File: config.mk
export PLATFORM = sky130hd
export DESIGN_NAME = xnor_share_arb_flat
export DESIGN_NICKNAME = d
export VERILOG_FILES = /design/src/rtl/xnor_share_arb_pkg.sv /design/src/rtl/xnor_share_arb_if.sv /design/src/rtl/xnor4_cell.sv /design/src/rtl/xnor_share_arb_rr_pick.sv /design/src/rtl/xnor_share_arb.sv /design/src/flat_wrapper.sv
export SDC_FILE = /design/constraint.sdc
export NUM_CORES = 1
export LEC_CHECK = 0
export ABC_AREA = 1
export ABC_CLOCK_PERIOD_IN_PS = 2260
export CAP_MARGIN = 20
export CORE_UTILIZATION = 40
export DETAILED_ROUTE_END_ITERATION = 8
export PLACE_DENSITY = 0.88
export SKIP_CTS_REPAIR_TIMING = 1
export SLEW_MARGIN = 20
export SYNTH_ARGS = -nofsm -noshare
export SYNTH_HDL_FRONTEND = slang
export SYNTH_SLANG_ARGS = --single-unit
File: constraint.sdc
create_clock -name clk -period 2.26 [get_ports clk]
set_input_delay 0.339 -clock clk [delete_from_list [all_inputs] [get_ports clk]]
set_output_delay 0.339 -clock clk [all_outputs]
set_load 0.02 [all_outputs]
File: src/rtl/xnor_share_arb_pkg.sv
// Shared constants, ID width derivation and operand bus type for the XNOR compare arbiter.
package xnor_share_arb_pkg;

    localparam int unsigned N_REQ_DEF = 4;
    localparam int unsigned DW        = 4;

    // Requester ID width; never narrower than one bit.
    function automatic int unsigned id_width(input int unsigned n);
        return (n < 2) ? 1 : $clog2(n);
    endfunction

    localparam int unsigned ID_W_DEF = id_width(N_REQ_DEF);

    // Packed operand bus, requester i at bits [i*DW +: DW].
    typedef logic [N_REQ_DEF*DW-1:0] opnd_bus_t;

endpackage

File: src/rtl/xnor_share_arb_if.sv
// Requester/consumer bundle of the shared XNOR compare arbiter.
interface xnor_share_arb_if
    import xnor_share_arb_pkg::*;
#(
    parameter int unsigned N_REQ = N_REQ_DEF
) ();

    localparam int unsigned ID_W = id_width(N_REQ);

    logic [N_REQ-1:0]    req;
    logic [N_REQ*DW-1:0] a_in;
    logic [N_REQ*DW-1:0] b_in;
    logic [N_REQ-1:0]    gnt;
    logic                res_valid;
    logic                res_ready;
    logic [DW-1:0]       res_y;
    logic [ID_W-1:0]     res_id;
    logic                res_match;

    // Driver of requests and consumer of results.
    modport master (
        output req, a_in, b_in, res_ready,
        input  gnt, res_valid, res_y, res_id, res_match
    );

    // The arbiter itself.
    modport slave (
        input  req, a_in, b_in, res_ready,
        output gnt, res_valid, res_y, res_id, res_match
    );

endinterface

File: src/rtl/xnor4_cell.sv
// 4-bit bitwise XNOR cell.
module xnor4_cell (
    input  logic [3:0] a_i,
    input  logic [3:0] b_i,
    output logic [3:0] y_o
);

    assign y_o = ~(a_i ^ b_i);

endmodule

File: src/rtl/xnor_share_arb_rr_pick.sv
// Combinational round-robin one-hot picker: first request after last_id, wrapping.
module xnor_share_arb_rr_pick
    import xnor_share_arb_pkg::*;
#(
    parameter int unsigned N_REQ = N_REQ_DEF,
    parameter int unsigned ID_W  = id_width(N_REQ)
) (
    input  logic [N_REQ-1:0] req_i,
    input  logic [ID_W-1:0]  last_id_i,
    output logic [N_REQ-1:0] gnt_o,
    output logic [ID_W-1:0]  idx_o
);

    logic [ID_W-1:0] cand;
    logic            found;

    // N_REQ is a power of two, so ID_W-bit addition wraps modulo N_REQ; k = N_REQ lands on last_id.
    always_comb begin
        gnt_o = '0;
        idx_o = '0;
        found = 1'b0;
        cand  = '0;
        for (int k = 1; k <= int'(N_REQ); k++) begin
            cand = last_id_i + ID_W'(k);
            if (!found && req_i[cand]) begin
                found        = 1'b1;
                gnt_o[cand]  = 1'b1;
                idx_o        = cand;
            end
        end
    end

endmodule

File: src/rtl/xnor_share_arb.sv
// Round-robin sharing of one 4-bit XNOR compare unit with a registered valid/ready result.
module xnor_share_arb
    import xnor_share_arb_pkg::*;
#(
    parameter int unsigned N_REQ = N_REQ_DEF
) (
    input  logic            clk,
    input  logic            rst_n,
    xnor_share_arb_if.slave bus
);

    localparam int unsigned ID_W = id_width(N_REQ);

    logic [ID_W-1:0]  last_id_q, last_id_d;
    logic             res_valid_q, res_valid_d;
    logic [DW-1:0]    res_y_q, res_y_d;
    logic [ID_W-1:0]  res_id_q, res_id_d;
    logic             res_match_q, res_match_d;

    logic [N_REQ-1:0] pick_gnt_c;
    logic [ID_W-1:0]  pick_idx_c;
    logic [N_REQ-1:0] gnt_c;
    logic             can_load_c;
    logic             grant_c;
    logic [DW-1:0]    a_sel_c, b_sel_c, y_c;

    xnor_share_arb_rr_pick #(
        .N_REQ (N_REQ),
        .ID_W  (ID_W)
    ) u_pick (
        .req_i     (bus.req),
        .last_id_i (last_id_q),
        .gnt_o     (pick_gnt_c),
        .idx_o     (pick_idx_c)
    );

    // Grant only when the output register can take a result and reset is released.
    always_comb begin
        can_load_c = !res_valid_q || bus.res_ready;
        gnt_c      = (rst_n && can_load_c) ? pick_gnt_c : '0;
        grant_c    = |gnt_c;
    end

    // Select the granted requester's operand pair.
    always_comb begin
        a_sel_c = '0;
        b_sel_c = '0;
        for (int i = 0; i < int'(N_REQ); i++) begin
            if (pick_idx_c == ID_W'(i)) begin
                a_sel_c = bus.a_in[i*DW +: DW];
                b_sel_c = bus.b_in[i*DW +: DW];
            end
        end
    end

    xnor4_cell u_xnor (
        .a_i (a_sel_c),
        .b_i (b_sel_c),
        .y_o (y_c)
    );

    // Next state: load on grant, otherwise drain when the consumer accepts.
    always_comb begin
        last_id_d   = last_id_q;
        res_valid_d = res_valid_q;
        res_y_d     = res_y_q;
        res_id_d    = res_id_q;
        res_match_d = res_match_q;
        if (grant_c) begin
            last_id_d   = pick_idx_c;
            res_valid_d = 1'b1;
            res_y_d     = y_c;
            res_id_d    = pick_idx_c;
            res_match_d = &y_c;
        end else if (bus.res_ready) begin
            res_valid_d = 1'b0;
        end
    end

    // State registers with synchronous active-low reset.
    always_ff @(posedge clk) begin
        if (!rst_n) begin
            last_id_q   <= ID_W'(N_REQ - 1);
            res_valid_q <= 1'b0;
            res_y_q     <= '0;
            res_id_q    <= '0;
            res_match_q <= 1'b0;
        end else begin
            last_id_q   <= last_id_d;
            res_valid_q <= res_valid_d;
            res_y_q     <= res_y_d;
            res_id_q    <= res_id_d;
            res_match_q <= res_match_d;
        end
    end

    assign bus.gnt       = gnt_c;
    assign bus.res_valid = res_valid_q;
    assign bus.res_y     = res_y_q;
    assign bus.res_id    = res_id_q;
    assign bus.res_match = res_match_q;

endmodule

File: src/flat_wrapper.sv
// flat-port wrapper written by rule: the top's interface ports become plain ports
module xnor_share_arb_flat import xnor_share_arb_pkg::*;
#(
    parameter int unsigned N_REQ = N_REQ_DEF
)
  (clk, rst_n, bus_req, bus_a_in, bus_b_in, bus_res_ready, bus_gnt, bus_res_valid, bus_res_y, bus_res_id, bus_res_match);
  xnor_share_arb_if #(.N_REQ(N_REQ)) bus_i ();
  input  logic clk;
  input  logic rst_n;
  input wire logic [$bits(bus_i.req)-1:0] bus_req;
  input wire logic [$bits(bus_i.a_in)-1:0] bus_a_in;
  input wire logic [$bits(bus_i.b_in)-1:0] bus_b_in;
  input wire logic [$bits(bus_i.res_ready)-1:0] bus_res_ready;
  output wire logic [$bits(bus_i.gnt)-1:0] bus_gnt;
  output wire logic [$bits(bus_i.res_valid)-1:0] bus_res_valid;
  output wire logic [$bits(bus_i.res_y)-1:0] bus_res_y;
  output wire logic [$bits(bus_i.res_id)-1:0] bus_res_id;
  output wire logic [$bits(bus_i.res_match)-1:0] bus_res_match;
  assign bus_i.req = bus_req;
  assign bus_i.a_in = bus_a_in;
  assign bus_i.b_in = bus_b_in;
  assign bus_i.res_ready = bus_res_ready;
  assign bus_gnt = bus_i.gnt;
  assign bus_res_valid = bus_i.res_valid;
  assign bus_res_y = bus_i.res_y;
  assign bus_res_id = bus_i.res_id;
  assign bus_res_match = bus_i.res_match;
  xnor_share_arb #(.N_REQ(N_REQ)) u_core (.clk(clk), .rst_n(rst_n), .bus(bus_i));
endmodule
# ---- Word-level counts from Yosys, hierarchy flattened
# Cells that the tools add are included.
dict set report totals {
  inputBits 39
  output_inout_bits 12
  register_bits 10
  elab_cells 79
}
dict set report op_classes {
  n_reduce_logical 17
  bitwise 5
  eq_ne 3
  addsub 3
  mux 38
  order_cmp 8
}
# cell n
set op_table {}
lappend op_table {{two-way mux 4 bit} 13}
lappend op_table {{two-way mux 1 bit} 13}
lappend op_table {{less-than comparator 2 x 3 -> 1 bit, second input constant} 4}
lappend op_table {{OR 4 bit} 3}
lappend op_table {{binary-select mux 1 bit (select 2 bit)} 4}
lappend op_table {{demux 1 bit (select 2 bit)} 4}
lappend op_table {{greater-or-equal comparator 2 x 1 -> 1 bit, second input constant} 4}
lappend op_table {{logical AND 1 bit} 8}
lappend op_table {{two-way mux 2 bit} 4}
lappend op_table {{adder 2 bit, second input constant} 2}
lappend op_table {{equality test 2 bit, second input constant} 2}
lappend op_table {{logical NOT 1 bit} 4}
lappend op_table {{NOT 4 bit} 1}
lappend op_table {{AND reduction 4 bit} 1}
lappend op_table {{OR reduction 4 bit} 1}
lappend op_table {{XOR 4 bit} 1}
lappend op_table {{adder 2 x 1 -> 2 bit, second input constant} 1}
lappend op_table {{equality test 2 x 1 -> 1 bit, second input constant} 1}
lappend op_table {{logical NOT 2 bit} 1}
lappend op_table {{nonzero test 2 bit} 1}
lappend op_table {{logical OR 1 bit} 1}

# ---- Logic depth before layout (Yosys ltp)
dict set report logic_depth {
  depth_word 21
  mapped_depth 22
  ltp_nobuf 20
}

# ---- Cells and area by module
# From an unflattened synthesis, not the netlist that was laid out.
dict set report hier_totals {
  hier_cells 209
  hier_area_um2 1286.2
}
# mod seq_area_each_um2 area_per_inst_um2 cells_each instances
set modules_own_cells {}
lappend modules_own_cells {xnor_share_arb 200.2 675.6 104 1}
lappend modules_own_cells {xnor_share_arb_rr_pick 0.0 535.5 85 1}
lappend modules_own_cells {xnor4_cell 0.0 75.1 20 1}

# ---- Worst setup path before layout
# No wires, ideal clock.
dict set report synth_path {
  path_kind {register to register}
  start {reg u_core.last_id_q[1]}
  end {reg u_core.res_y_q[3] (netlist: u_core.bus.res_y[3])}
  period_less_slack_ns 2.482
  slack_ns -0.222
  path_buffers 1
  path_stages_with_launch 19
  setup_ns 0.114
  required_time_ns 2.146
  arrival_ns 2.368
  path_cell_list {dfxtp_1 -> inv_1 -> ha_1 -> inv_1 -> nand3_1 -> nand2_1 -> nand2_1 -> inv_1 -> nand2_2 -> nor2_4 -> nor2_4 -> buf_6 -> or2_1 -> a21boi_0 -> nand2_1 -> nand2_1 -> nand2_1 -> o211ai_2 -> inv_1}
}
dict set report synth_between {
  elab_chain_len 20
  elab_cells_between_ends 67
  classes_between {add/sub: 3; order compare: 8; eq/ne: 3; mux: 36; bitwise: 5; reduce/logical: 12}
}
# item line_no
set synth_rtl {}
lappend synth_rtl {{start, declared} xnor_share_arb.sv:14} ;# logic [ID_W-1:0] last_id_q, last_id_d;
lappend synth_rtl {{start signal, assigned} xnor_share_arb.sv:83} ;# last_id_q <= ID_W'(N_REQ - 1);
lappend synth_rtl {{start signal, assigned} xnor_share_arb.sv:89} ;# last_id_q <= last_id_d;
lappend synth_rtl {{adder 2 x 1 -> 2 bit} xnor_share_arb_rr_pick.sv:24} ;# cand = last_id_i + ID_W'(k);
lappend synth_rtl {{binary-select mux 1 bit (select 2 bit)} xnor_share_arb_rr_pick.sv:25} ;# if (!found && req_i[cand]) begin
lappend synth_rtl {{two-way mux 1 bit (implied by the code)} xnor_share_arb_rr_pick.sv:25}
lappend synth_rtl {{two-way mux 1 bit} xnor_share_arb_rr_pick.sv:25}
lappend synth_rtl {{logical NOT 1 bit} xnor_share_arb_rr_pick.sv:25}
lappend synth_rtl {{logical AND 1 bit} xnor_share_arb_rr_pick.sv:25}
lappend synth_rtl {{two-way mux 1 bit} xnor_share_arb_rr_pick.sv:25}
lappend synth_rtl {{logical NOT 1 bit} xnor_share_arb_rr_pick.sv:25}
lappend synth_rtl {{logical AND 1 bit} xnor_share_arb_rr_pick.sv:25}
lappend synth_rtl {{two-way mux 1 bit} xnor_share_arb_rr_pick.sv:25}
lappend synth_rtl {{logical NOT 1 bit} xnor_share_arb_rr_pick.sv:25}
lappend synth_rtl {{logical AND 1 bit} xnor_share_arb_rr_pick.sv:25}
lappend synth_rtl {{two-way mux 2 bit} xnor_share_arb_rr_pick.sv:25}
lappend synth_rtl {{logical NOT 2 bit} xnor_share_arb.sv:49} ;# if (pick_idx_c == ID_W'(i)) begin
lappend synth_rtl {{two-way mux 4 bit (4 in series)} xnor_share_arb.sv:49}
lappend synth_rtl {{XOR 4 bit} xnor4_cell.sv:8} ;# assign y_o = ~(a_i ^ b_i);
lappend synth_rtl {{NOT 4 bit} xnor4_cell.sv:8}
lappend synth_rtl {{end signal, assigned} xnor_share_arb.sv:91} ;# res_y_q <= res_y_d;
lappend synth_rtl {{end, declared} xnor_share_arb.sv:16} ;# logic [DW-1:0] res_y_q, res_y_d;
# Parallel ways exist; a longest one is shown, timed or not. The select of a mux whose other input is x is not followed.
# A chain may end at the register's enable or synchronous reset.

# ---- Worst setup path in the final report
dict set report layout_path {
  start {reg u_core.last_id_q[0]}
  end {reg u_core.res_match_q (netlist: u_core.bus.res_match)}
}
dict set report layout_between {
  elab_chain_len 21
  elab_cells_between_ends 68
  classes_between {add/sub: 3; order compare: 8; eq/ne: 3; mux: 36; bitwise: 5; reduce/logical: 13}
}
# item line_no
set layout_rtl {}
lappend layout_rtl {{adder 2 x 1 -> 2 bit} xnor_share_arb_rr_pick.sv:24}
lappend layout_rtl {{binary-select mux 1 bit (select 2 bit)} xnor_share_arb_rr_pick.sv:25}
lappend layout_rtl {{two-way mux 1 bit (implied by the code)} xnor_share_arb_rr_pick.sv:25}
lappend layout_rtl {{two-way mux 1 bit} xnor_share_arb_rr_pick.sv:25}
lappend layout_rtl {{logical NOT 1 bit} xnor_share_arb_rr_pick.sv:25}
lappend layout_rtl {{logical AND 1 bit} xnor_share_arb_rr_pick.sv:25}
lappend layout_rtl {{two-way mux 1 bit} xnor_share_arb_rr_pick.sv:25}
lappend layout_rtl {{logical NOT 1 bit} xnor_share_arb_rr_pick.sv:25}
lappend layout_rtl {{[... 2 more ...]} -}
lappend layout_rtl {{logical NOT 1 bit} xnor_share_arb_rr_pick.sv:25}
lappend layout_rtl {{logical AND 1 bit} xnor_share_arb_rr_pick.sv:25}
lappend layout_rtl {{two-way mux 2 bit} xnor_share_arb_rr_pick.sv:25}
lappend layout_rtl {{logical NOT 2 bit} xnor_share_arb.sv:49}
lappend layout_rtl {{two-way mux 4 bit (4 in series)} xnor_share_arb.sv:49}
lappend layout_rtl {{XOR 4 bit} xnor4_cell.sv:8}
lappend layout_rtl {{NOT 4 bit} xnor4_cell.sv:8}
lappend layout_rtl {{AND reduction 4 bit} xnor_share_arb.sv:74} ;# res_match_d = &y_c;
lappend layout_rtl {{end signal, assigned} xnor_share_arb.sv:93} ;# res_match_q <= res_match_d;
lappend layout_rtl {{end, declared} xnor_share_arb.sv:18} ;# logic res_match_q, res_match_d;
# Parallel ways exist; a longest one is shown, timed or not. The select of a mux whose other input is x is not followed.

==> impl_results.md <==
* Synth-to-Final Area Change at 59.2%
* GRT overflow at 0
* WS Path Type: reg2reg
* Fin crit share at 102%
* Failing checks: setup timing
* Pre-CTS worst setup slack at -0.426 ns
* Die Width at 59.8 µm
* LEAKAGE at ~1.1 nW
* Synth Cell Area at between 1000 and 1500 µm²
* Initial core utilization at between 40% and 50%
* Core Box Area at between 3000 and 4000 µm²
* Layout cells sized above 1 at approximately 26%
* Synth area leaders: nand2_1, dfxtp_1, inv_1
* Clk_lat worst skew at ~0.26 ns
* GR Util All Layers at between 20 and 25%
* Htree depth at 1
* Crit path buffers/inverters at 4
* Count of placed standard cells including taps at 330
* Slowest Stage Delay on Critical Path at 0.37 ns
* Die area at 3580 µm²
* Final cell count without fillers at around 340
* Post-synth top area share at 24.2%
* Hold Slack at between 0.4 and 0.5 ns
* Sw Share at between 50% and 60%
* Power share of the clock group at 3.4%
* Net count after synthesis at between 200 and 300
* RSZ-0062 raised after global routing: yes
* Worst-path maximum fanout at 6
* HP Class: reg2reg
* Worst-Margin Slew at about 0.28 ns
* Synth warn at 0
* Max Cap Viol at 0
* Initial DRC count at 76
* Status: complete, but fails checks
* Cell Area, Placed at between 1500 and 2000 µm²
* Flop and latch count out of synthesis at 10
* WP data required at about 2.5 ns
* Netlist cell types at 28
* Max_slew headroom at a little over 80%
* CTS Root Cell: clkbuf_4
* Design area at roughly 2100 µm²
* Commonest register cell after synthesis: dfxtp_1
* Detail Placement HPWL at ~2.7 mm
* N_diodes at 0
* CP delay by family, top: simple AND/OR/NAND/NOR gates
* Most common cell after layout, fill and taps aside: nand2_1
* Via Count at ~1.6k
* Worst EP arrival at between 2 and 3 ns
* CTS buffer count at 3
* Sw Pwr at between 0.0015 and 0.002 W
* Peak supply drop at 750 µV
* Vias per inst at 4.84
* Antenna Nets Post-Route at 0
* Number of port buffers at 50
* Placer Congestion at 0.877
* Vias in the first global route at approximately 1.4k
* Cell count after synthesis at roughly 230
* TritonCTS Sinks at 10
* Final #Nets at 342
* CP cell instances: inv_6 -> ha_4 -> inv_4 -> nand2_4 -> nand2_4 -> buf_4 -> nor2_2 -> nand2_2 -> buf_4 -> nand2_4 -> nand3b_1 -> nand3_1 -> nand2_1 -> nand2_1 -> nand2_1 -> nor2_2 -> nand3_2 -> a21oi_2
* Syn Area/Cell at just under 6 µm²
* Post-synth EDFFs at 0
* First-pass GRT wire length at about 5.7 mm
* Total power at between 0.003 and 0.004 W
* Cell taking the most area after synthesis: nand2_1
* CTS tree: built
* Drt pass-1 iters at 4
* Most frequent cells in the layout: nand2_1, clkdlybuf4s50_1, inv_1
* DR DRC count at 0
* Crit start category: register
* Rows at 20
* Clock Pin Slew Worst Setup and Hold Paths at around 0.060 ns
* Worst setup margin at -0.0436 ns
* Fraction of registers with async set or reset after synthesis at 0%
* DR WL/cell at about 12 µm
* Final Critical Period at between 2 and 2.5 ns
* CTS max path bufs at 2
* Slowest stage cell, crit path: dfxtp_4
* Fin Clk Skew at between 0.004 and 0.005 ns
* Register area share after synthesis at between 10% and 20%
* DRT Wirelength at just under 4 mm
* Pwr dens at around 1600 nW/µm²
* Reg power frac at under 10%
* Initial antenna violation count at 0
* Final-report hold violation count at 0
* Die span in y at 59.8 µm
* Comb pwr share at about 90%
* Worst setup EP type: register
* Peak Freq at 0.434 GHz
* Slew Limit Fails at 0
* Finish-stage setup viols at 2
* Internal at roughly 0.0015 W
* Largest net degree at the start of global routing at 13
* Ports at between 50 and 60
layout make-up:
class | instances | area (µm²)
clock buffers | 3 | 22.5
well taps | 44 | 55.1
repair buffers | 67 | 639
fillers | 262 | 976
inverters | 34 | 140
multi-input cells | 179 | 1060
flip-flops and latches | 10 | 205
worst paths after layout:
| check | slack [ns] | depth (start not counted) | startpoint | endpoint |
|---|---|---|---|---|
| max | -0.04 | 18 | u_core.last_id_q[0] | u_core.bus.res_match |
| min | 0.46 | 2 | u_core.bus.res_id[1] | u_core.bus.res_id[1] |
| max reg2reg | -0.04 | 18 | u_core.last_id_q[0] | u_core.bus.res_match |
| min reg2reg | 0.46 | 2 | u_core.bus.res_id[1] | u_core.bus.res_id[1] |
kinds of logic after synthesis:
| logic type | count (synthesis) | synth area share (%) |
|---|---|---|
| DFF | 10 | 15.0 |
| buffers and inverters | 38 | 13.0 |
| adders and majority gates | 8 | 7.49 |
| and+or+nand+nor | 146 | 53.6 |
| AOI/OAI and AO/OA | 23 | 11.0 |
sequential cells by signal (all words and copies together) (netlist names):
signal,count
u_core.bus.res_id,2
u_core.last_id_q,2
u_core.bus.res_valid,1
u_core.bus.res_y,4
u_core.bus.res_match,1
tightest hold or removal path, stage by stage (launching register included):
cell     delay [ns]
dfxtp_1        0.31
nand2_1        0.06
a21oi_1        0.05
synth_stat cells, types with 2 or more instances:
cell	n
or2_0	2
o21ai_1	3
nand2_4	5
o21ai_0	5
or2_1	3
buf_6	3
nand3_2	2
nand2_1	86
nand2_2	3
nand4_1	5
a21oi_1	5
a22oi_1	2
o211ai_1	3
nor2_1	9
nand3b_1	2
a21boi_0	2
ha_1	8
inv_1	32
nor2_2	3
nor2_4	6
nand3_1	20
dfxtp_1	10
metal layers:
layer,GRT usage (%),wire [µm],share of wire (%),vias up
met2,35.9,1970,50,57
met5,0,0,0,-
met1,25.2,1710,43,716
met3,3.46,224,5.7,9
met4,4.32,54,1.4,0
li1,-,-,-,850
power groups by stage:
stage          sequential, W  combinational [W]  clock [W]
6_report            0.000302            0.00306   0.000118
5_1_grt             0.000308            0.00335   0.000129
4_1_cts             0.000297            0.00272   0.000117
3_5_place_dp        0.000300            0.00271          0
3_3_place_gp        0.000297            0.00266          0
2_1_floorplan       0.000373            0.00187          0
metrics by stage:
step | utilization, % | TNS [ns]
floorplan | - | 0
global placement | 64.2 | -2.73
detailed placement | 64.2 | -3.50
CTS | 65.0 | -1.95
global route | 68.5 | -0.835
finish | 68.5 | -0.0682
Note: power is estimated with default switching activity, not from simulation.
